### src/rtl/eep_pgm_sequencer.sv
// Timing sequencer for one EEPROM cache-word program cycle: clear strobe, program strobe, optional read-back verify.
// Optional verify/retry feature is enabled by defining EEP_VERIFY_EN.
module eep_pgm_sequencer #(
    parameter int CACHE_WIDTH   = 8,
    parameter int CLR_CYCLES    = 20,
    parameter int PGM_CYCLES    = 40,
    parameter int SETTLE_CYCLES = 4,
    parameter int MAX_RETRY     = 2
) (
    input  logic                   sys_clk,
    input  logic                   porb,
    input  logic                   pgm_req,
    input  logic [CACHE_WIDTH-1:0] pgm_data,
    input  logic                   timeoutb,
    input  logic [CACHE_WIDTH-1:0] eep_rdata,
    output logic [CACHE_WIDTH-1:0] eep_wdata,
    output logic                   eep_clrb,
    output logic                   pgm_eep,
    output logic                   read_eep,
    output logic                   eep_cycleb,
    output logic                   busy,
    output logic                   done,
    output logic                   fail
);

    localparam int MAX_CS = (CLR_CYCLES > SETTLE_CYCLES) ? CLR_CYCLES : SETTLE_CYCLES;
    localparam int MAX_P  = (MAX_CS > PGM_CYCLES) ? MAX_CS : PGM_CYCLES;
    localparam int CNT_W  = $clog2(MAX_P) + 1;

    localparam logic [CNT_W-1:0] CNT_ZERO = {CNT_W{1'b0}};
    localparam logic [CNT_W-1:0] CNT_ONE  = {{(CNT_W-1){1'b0}}, 1'b1};
    localparam logic [CNT_W-1:0] CLR_LOAD = CNT_W'(CLR_CYCLES - 1);
    localparam logic [CNT_W-1:0] PGM_LOAD = CNT_W'(PGM_CYCLES - 1);
    localparam logic [CNT_W-1:0] SET_LOAD = CNT_W'(SETTLE_CYCLES - 1);

    typedef enum logic [2:0] {
        ST_IDLE     = 3'd0,
        ST_CLEAR    = 3'd1,
        ST_SETTLE_C = 3'd2,
        ST_PROGRAM  = 3'd3,
        ST_SETTLE_P = 3'd4,
        ST_DONE     = 3'd5
`ifdef EEP_VERIFY_EN
        , ST_VERIFY = 3'd6
`endif
    } state_t;

    state_t           state_r;
    logic [CNT_W-1:0] cnt_r;

`ifdef EEP_VERIFY_EN
    localparam int ATT_W = $clog2(MAX_RETRY + 2);
    localparam logic [ATT_W-1:0] ATT_MAX  = ATT_W'(MAX_RETRY);
    localparam logic [ATT_W-1:0] ATT_ZERO = {ATT_W{1'b0}};
    localparam logic [ATT_W-1:0] ATT_ONE  = {{(ATT_W-1){1'b0}}, 1'b1};
    logic [ATT_W-1:0] attempt_r;
`else
    // Read data and retry limit only matter when verify is built in.
    logic [CACHE_WIDTH:0] unused_s;
    assign unused_s = {eep_rdata, (MAX_RETRY > 0) ? 1'b1 : 1'b0};
`endif

    // Sequencer FSM with all strobes and status flags registered alongside the state.
    always_ff @(posedge sys_clk) begin
        if (!porb) begin
            state_r    <= ST_IDLE;
            cnt_r      <= CNT_ZERO;
            eep_wdata  <= {CACHE_WIDTH{1'b0}};
            eep_clrb   <= 1'b1;
            pgm_eep    <= 1'b0;
            read_eep   <= 1'b0;
            eep_cycleb <= 1'b1;
            busy       <= 1'b0;
            done       <= 1'b0;
            fail       <= 1'b0;
`ifdef EEP_VERIFY_EN
            attempt_r  <= ATT_ZERO;
`endif
        end else begin
            done <= 1'b0;
            // An abort outranks any timed exit; DONE is left alone so its pulse stays one cycle.
            if ((state_r != ST_IDLE) && (state_r != ST_DONE) && !timeoutb) begin
                state_r  <= ST_DONE;
                eep_clrb <= 1'b1;
                pgm_eep  <= 1'b0;
                read_eep <= 1'b0;
                fail     <= 1'b1;
                done     <= 1'b1;
            end else begin
                case (state_r)
                    ST_IDLE: begin
                        if (pgm_req && timeoutb) begin
                            state_r    <= ST_CLEAR;
                            cnt_r      <= CLR_LOAD;
                            eep_wdata  <= pgm_data;
                            eep_clrb   <= 1'b0;
                            eep_cycleb <= 1'b0;
                            busy       <= 1'b1;
                            fail       <= 1'b0;
`ifdef EEP_VERIFY_EN
                            attempt_r  <= ATT_ZERO;
`endif
                        end else begin
                            state_r <= ST_IDLE;
                        end
                    end
                    ST_CLEAR: begin
                        if (cnt_r == CNT_ZERO) begin
                            state_r  <= ST_SETTLE_C;
                            cnt_r    <= SET_LOAD;
                            eep_clrb <= 1'b1;
                        end else begin
                            cnt_r <= cnt_r - CNT_ONE;
                        end
                    end
                    ST_SETTLE_C: begin
                        if (cnt_r == CNT_ZERO) begin
                            state_r <= ST_PROGRAM;
                            cnt_r   <= PGM_LOAD;
                            pgm_eep <= 1'b1;
                        end else begin
                            cnt_r <= cnt_r - CNT_ONE;
                        end
                    end
                    ST_PROGRAM: begin
                        if (cnt_r == CNT_ZERO) begin
                            state_r <= ST_SETTLE_P;
                            cnt_r   <= SET_LOAD;
                            pgm_eep <= 1'b0;
                        end else begin
                            cnt_r <= cnt_r - CNT_ONE;
                        end
                    end
                    ST_SETTLE_P: begin
                        if (cnt_r == CNT_ZERO) begin
`ifdef EEP_VERIFY_EN
                            state_r  <= ST_VERIFY;
                            cnt_r    <= CNT_ONE;
                            read_eep <= 1'b1;
`else
                            state_r  <= ST_DONE;
                            done     <= 1'b1;
`endif
                        end else begin
                            cnt_r <= cnt_r - CNT_ONE;
                        end
                    end
`ifdef EEP_VERIFY_EN
                    // Read data is only trusted on the second read cycle.
                    ST_VERIFY: begin
                        if (cnt_r == CNT_ZERO) begin
                            read_eep <= 1'b0;
                            if (eep_rdata == eep_wdata) begin
                                state_r <= ST_DONE;
                                done    <= 1'b1;
                            end else if (attempt_r < ATT_MAX) begin
                                state_r   <= ST_CLEAR;
                                cnt_r     <= CLR_LOAD;
                                eep_clrb  <= 1'b0;
                                attempt_r <= attempt_r + ATT_ONE;
                            end else begin
                                state_r <= ST_DONE;
                                done    <= 1'b1;
                                fail    <= 1'b1;
                            end
                        end else begin
                            cnt_r <= cnt_r - CNT_ONE;
                        end
                    end
`endif
                    ST_DONE: begin
                        state_r    <= ST_IDLE;
                        busy       <= 1'b0;
                        eep_cycleb <= 1'b1;
                    end
                    default: begin
                        state_r    <= ST_IDLE;
                        eep_clrb   <= 1'b1;
                        pgm_eep    <= 1'b0;
                        read_eep   <= 1'b0;
                        busy       <= 1'b0;
                        eep_cycleb <= 1'b1;
                    end
                endcase
            end
        end
    end

endmodule

### config.mk
export PLATFORM = sky130hd
export DESIGN_NAME = eep_pgm_sequencer
export DESIGN_NICKNAME = d
export VERILOG_FILES = /design/src/rtl/eep_pgm_sequencer.sv
export SDC_FILE = /design/constraint.sdc
export NUM_CORES = 1
export LEC_CHECK = 0
export ABC_AREA = 1
export CORE_ASPECT_RATIO = 0.5
export CORE_UTILIZATION = 35
export CTS_CLUSTER_SIZE = 12
export DETAILED_ROUTE_END_ITERATION = 12
export MAX_ROUTING_LAYER = met4
export SLEW_MARGIN = 40
export SYNTH_ARGS = -nofsm -noshare
export SYNTH_HDL_FRONTEND = slang
export SYNTH_SLANG_ARGS = --single-unit
### constraint.sdc
create_clock -name sys_clk -period 1.6 [get_ports sys_clk]
set_input_delay 0.32 -clock sys_clk [delete_from_list [all_inputs] [get_ports sys_clk]]
set_output_delay 0.32 -clock sys_clk [all_outputs]
set_load 0.02 [all_outputs]
# == Yosys cells after proc, flatten, opt, wreduce, memory -nomap -nowiden ==
# Index checks and enable logic that the tools add are counted.
# word_totals
wordCells,80
output_inout_bits,15
ff_bits,24
input_bits,20
# op_classes
mux,25
n_eq_ne,16
n_bitwise,5
n_addsub,1
reduce_logical,23
# ops
cell,count
7-bit two-way mux,4
7-bit one-hot mux with 4 select lines,1
3-bit two-way mux,5
3-bit inequality test (second input constant),5
3-bit one-hot mux with 5 select lines,1
2-bit inequality test (second input constant),6
3-bit AND reduction,4
4-bit AND reduction,3
4-bit OR reduction,3
1-bit two-way mux,10
7-bit zero test,1
7-bit by 1-bit subtractor with 7-bit output (second input constant),1
3-bit by 2-bit equality test with 1-bit output (second input constant),2
3-bit equality test (second input constant),2
1-bit one-hot mux with 3 select lines,2
1-bit inverter,5
1-bit one-hot mux with 2 select lines,2
2-bit nonzero test,2
4-bit nonzero test,1
2-bit OR reduction,2
3-bit by 1-bit equality test with 1-bit output (second input constant),1
1-bit logical AND,3
3-bit zero test,1
3-bit nonzero test,1
2 further kinds,2

# == Longest topological paths before layout ==
# depth
word_depth,5
mapped_depth,11
ltp_nobuf,11

# == Least setup slack after synthesis ==
# No wires, ideal clock.
# synth_timing
path_type,register to register
start,reg cnt_r[0]
end,reg cnt_r[2]
n_path_buf,0
slack_ns,0.293
arrival_ns,1.237
required_time_ns,1.530
period_less_slack_ns,1.307
stages_incl_launch_ff,11
cell_sequence,dfxtp_1 -> inv_1 -> ha_1 -> inv_1 -> nor2_1 -> nand3_1 -> nor2_2 -> nor2_4 -> nand2_2 -> nand2_1 -> a21oi_1
# synth_between
elab_chain_cells,3
elab_cells_between_ends,8
classes_between,add/sub (1); eq/ne (1); mux (4); reduce/logical (2)
# synth_rtl
element,line,text
"start, declared",49,logic [CNT_W-1:0] cnt_r;
"start signal, assigned",113,cnt_r <= cnt_r - CNT_ONE;
"start signal, assigned",122,cnt_r <= cnt_r - CNT_ONE;
"start signal, assigned",131,cnt_r <= cnt_r - CNT_ONE;
7-bit by 1-bit subtractor with 7-bit output / 7-bit zero test (equally long branches),n/a,
"7-bit two-way mux, or another cell as far along",135,if (cnt_r == CNT_ZERO) begin
7-bit one-hot mux with 4 select lines / 4-bit AND reduction (equally long branches),n/a,
# Parallel ways exist; a longest one is shown, timed or not. The select of a mux whose other input is x is not followed.
# A chain may end at the register's enable or synchronous reset.

# == Worst setup path after layout ==
# layout_timing
start,reg fail
end,out fail
# layout_rtl
element,line,text
"start, declared",23,output logic fail
"start signal, assigned",75,fail <= 1'b0;
"start signal, assigned",87,fail <= 1'b1;
"start signal, assigned",99,fail <= 1'b0;
# No word-level cell between the ends.

==> impl_metrics.csv <==
group,metric,value,unit
cts,clockBufferDepth,2,
setup_path,crit_path_top_delay_cell,"clkdlybuf4s50_1",
synth,synth.distinct_cells,23,
finish,drive_above_1_share,0.144,
detailed_routing,wl,2670,um
finish,diodes,0,
finish,final_cell_mix,"nand2_1, inv_1, dfxtp_1, clkdlybuf4s50_1, nor2_1",
pwr,seq_power_share,0.296,
setup_path,r2r_cells,10,
pwr,finalPower,0.00308,W
floorplan,start_util,0.387,
global_routing,grt_first_pass_wirelength,4340,um
synth,syn-cell-area,0.00122,mm2
setup_path,slowest_delay,0.60,ns
synth,synthArstFlopShare,0,
place,pre_cts_slack,0.0139,ns
setup_path,cp.required,1.28,ns
detailed_routing,first_pass_iters,4,
cts,cts_sinks,24,
timing,fin_skew,0.00603,ns
place,place_hpwl,2070,um
synth,yosysSeqAreaShare,0.394,
synth,synth_warnings,0,
pwr,intPower,0.00167,W
worst_hold_path,min_path_type,"flip-flop to flip-flop",
finish,final_common_cell,"nand2_1",
setup_path,crit_path_start_kind,"flip-flop",
pwr,p_leak,0.746,nW
timing,slew_viol_final,0,
detailed_routing,drc,0,
synth,synth_seq_cells,24,
finish,fillers,320,
timing,finalHoldViolations,0,
detailed_routing,routedWlPerCell,10.4,um
detailed_routing,vias_per_cell,4.61,
synth,synth_edf_count,0,
global_routing,grt_overflow,0,
place,port_buffers,25,
setup_path,cp-end-kind,"output pin",
pwr,comb_power_share,0.565,
synth,avgSynthCellArea,6.66,um2
floorplan,num_rows,14,
floorplan,core_area,0.00315,mm2
finish,final_area,0.00163,mm2
pwr,peakVddDrop,667,uV
setup_path,critPathTopFamily,"buffers and inverters",
synth,synthCells,183,
timing,finalSetupViolCount,0,
timing,fin_crit_sh,0.963,
setup_path,worstSetupPathType,"flip-flop to output pin",
place,place_area,0.00156,mm2
detailed_routing,num_vias,1181,
floorplan,ioPinCount,35,
global_routing,grt_max_degree,14,
setup_path,arrival,1.22,ns
floorplan,die_h,43.7,um
setup_path,crit_chain,"clkdlybuf4s50_1",
pwr,p_sw,0.00141,W
synth,syn-num-nets,205,
cts,cts_buffers,3,
detailed_routing,drtAntennaViolNets,0,
cts,insertion_delay,0.27,ns
global_routing,grt_pass1_vias,994,
setup_path,path_buf_inv,1,
detailed_routing,drt-initial-drc-count,44,
worst_hold_path,min_path_cells,2,
global_routing,antenna_found_initial,0,
setup_path,path_max_fanout,2,
setup_path,worstSetupPathDepth,1,
floorplan,die_area,0.00374,mm2
timing,holdWs,0.443,ns
finish,multi_input_area,621,um2
finish,syn_to_final_growth,33.6,%
cts,cts-root-buf,"clkbuf_8",
timing,setup_ws,0.0588,ns
timing,min_period,1.54,ns
pwr,swShare,0.457,
timing,clock.fmax,0.649,GHz
place,dp.cells,252,
global_routing,grt_usage,0.158,
floorplan,die_w,85.5,um
finish,stdcell_count,256,
cts,cts_tree,"done",
pwr,power.density,1890,mW/mm2
flow_run,drv_cap,0,
finish,nets,239,
place,globalplace.congestion,0.847,
synth,ys.flop_type,"dfxtp_1",
cts,clkSlewWorstSetupHoldPaths,0.09,ns
pwr,pwr-share-clk,0.139,
finish,layout.area.seq,480,um2
run_status,status,"completed",
cts,postCtsSetupBuffers,0,
cts,cts_max_level,1,
power groups by stage:
| stage | clock network, W | registers (W) | logic, W |
|---|---|---|---|
| after floorplan | 0 | 0.000997 | 0.00113 |
| after global placement | 0 | 0.000920 | 0.00169 |
| after detailed placement | 0 | 0.000922 | 0.00169 |
| after CTS | 0.000441 | 0.000910 | 0.00170 |
| after global routing | 0.000457 | 0.000935 | 0.00197 |
| final | 0.000427 | 0.000910 | 0.00174 |
cells in the mapped netlist, types with 2 or more instances:
library cell | number | area share
nor2_2 | 4 | 0.021
dfxtp_1 | 24 | 0.39
a21oi_1 | 18 | 0.074
nand4_1 | 3 | 0.015
nand2_2 | 3 | 0.015
o21ai_0 | 14 | 0.057
nand2_1 | 42 | 0.13
nand3_1 | 12 | 0.049
inv_1 | 24 | 0.074
inv_2 | 5 | 0.015
buf_2 | 2 | 0.0082
nor2_1 | 19 | 0.059
nand3_2 | 2 | 0.016
ha_1 | 2 | 0.021
cells by family after synthesis:
| kind of cell | Yosys count | synth area share |
|---|---|---|
| compound gates | 35 | 0.147 |
| flops | 24 | 0.394 |
| xor+xnor | 2 | 0.0144 |
| other cells | 1 | 0.00308 |
| buf+inv | 33 | 0.107 |
| simple gates | 86 | 0.314 |
| fa+ha+maj | 2 | 0.0205 |
path summary, 6_finish.rpt:
check               start  slack (ns)           end
max reg2reg      cnt_r[1]        0.15      cnt_r[5]
max                  fail        0.06          fail
min          eep_wdata[7]        0.44  eep_wdata[7]
min reg2reg  eep_wdata[7]        0.44  eep_wdata[7]
routing by layer:
layer,up-vias,share of wire,track usage
met4,0,0.0086,0.0600
met3,2,0.047,0.0438
li1,641,-,-
met2,32,0.42,0.232
met5,-,0,-
met1,506,0.52,0.208
metrics by stage:
step           setup TNS, ns  utilization
5_1_grt              -0.0101        0.516
3_5_place_dp               0        0.494
3_3_place_gp               0        0.494
4_1_cts                    0        0.512
6_report                   0        0.516
2_1_floorplan              0            -
final cells by class:
class / instances / share of cell area
clock buffers: 4 / 0.0338
repair buffers: 33 / 0.192
inverters: 29 / 0.0669
well taps: 40 / 0.0307
multi-input cells: 126 / 0.381
flip-flops and latches: 24 / 0.295
flip-flops by register name, indices dropped and copies added, names as in the netlist:
| name | flops |
|---|---|
| fail | 1 |
| eep_cycleb | 1 |
| done | 1 |
| busy | 1 |
| eep_wdata | 8 |
| state_r | 3 |
| cnt_r | 7 |
| eep_clrb | 1 |
| pgm_eep | 1 |
what timing repair did:
item                       CTS  global route
hold buffers                 0             0
hold endpoints to repair     0             0
setup endpoints to repair    0             8
gates resized for setup      0             5
Power figures use the tool's default switching activity.
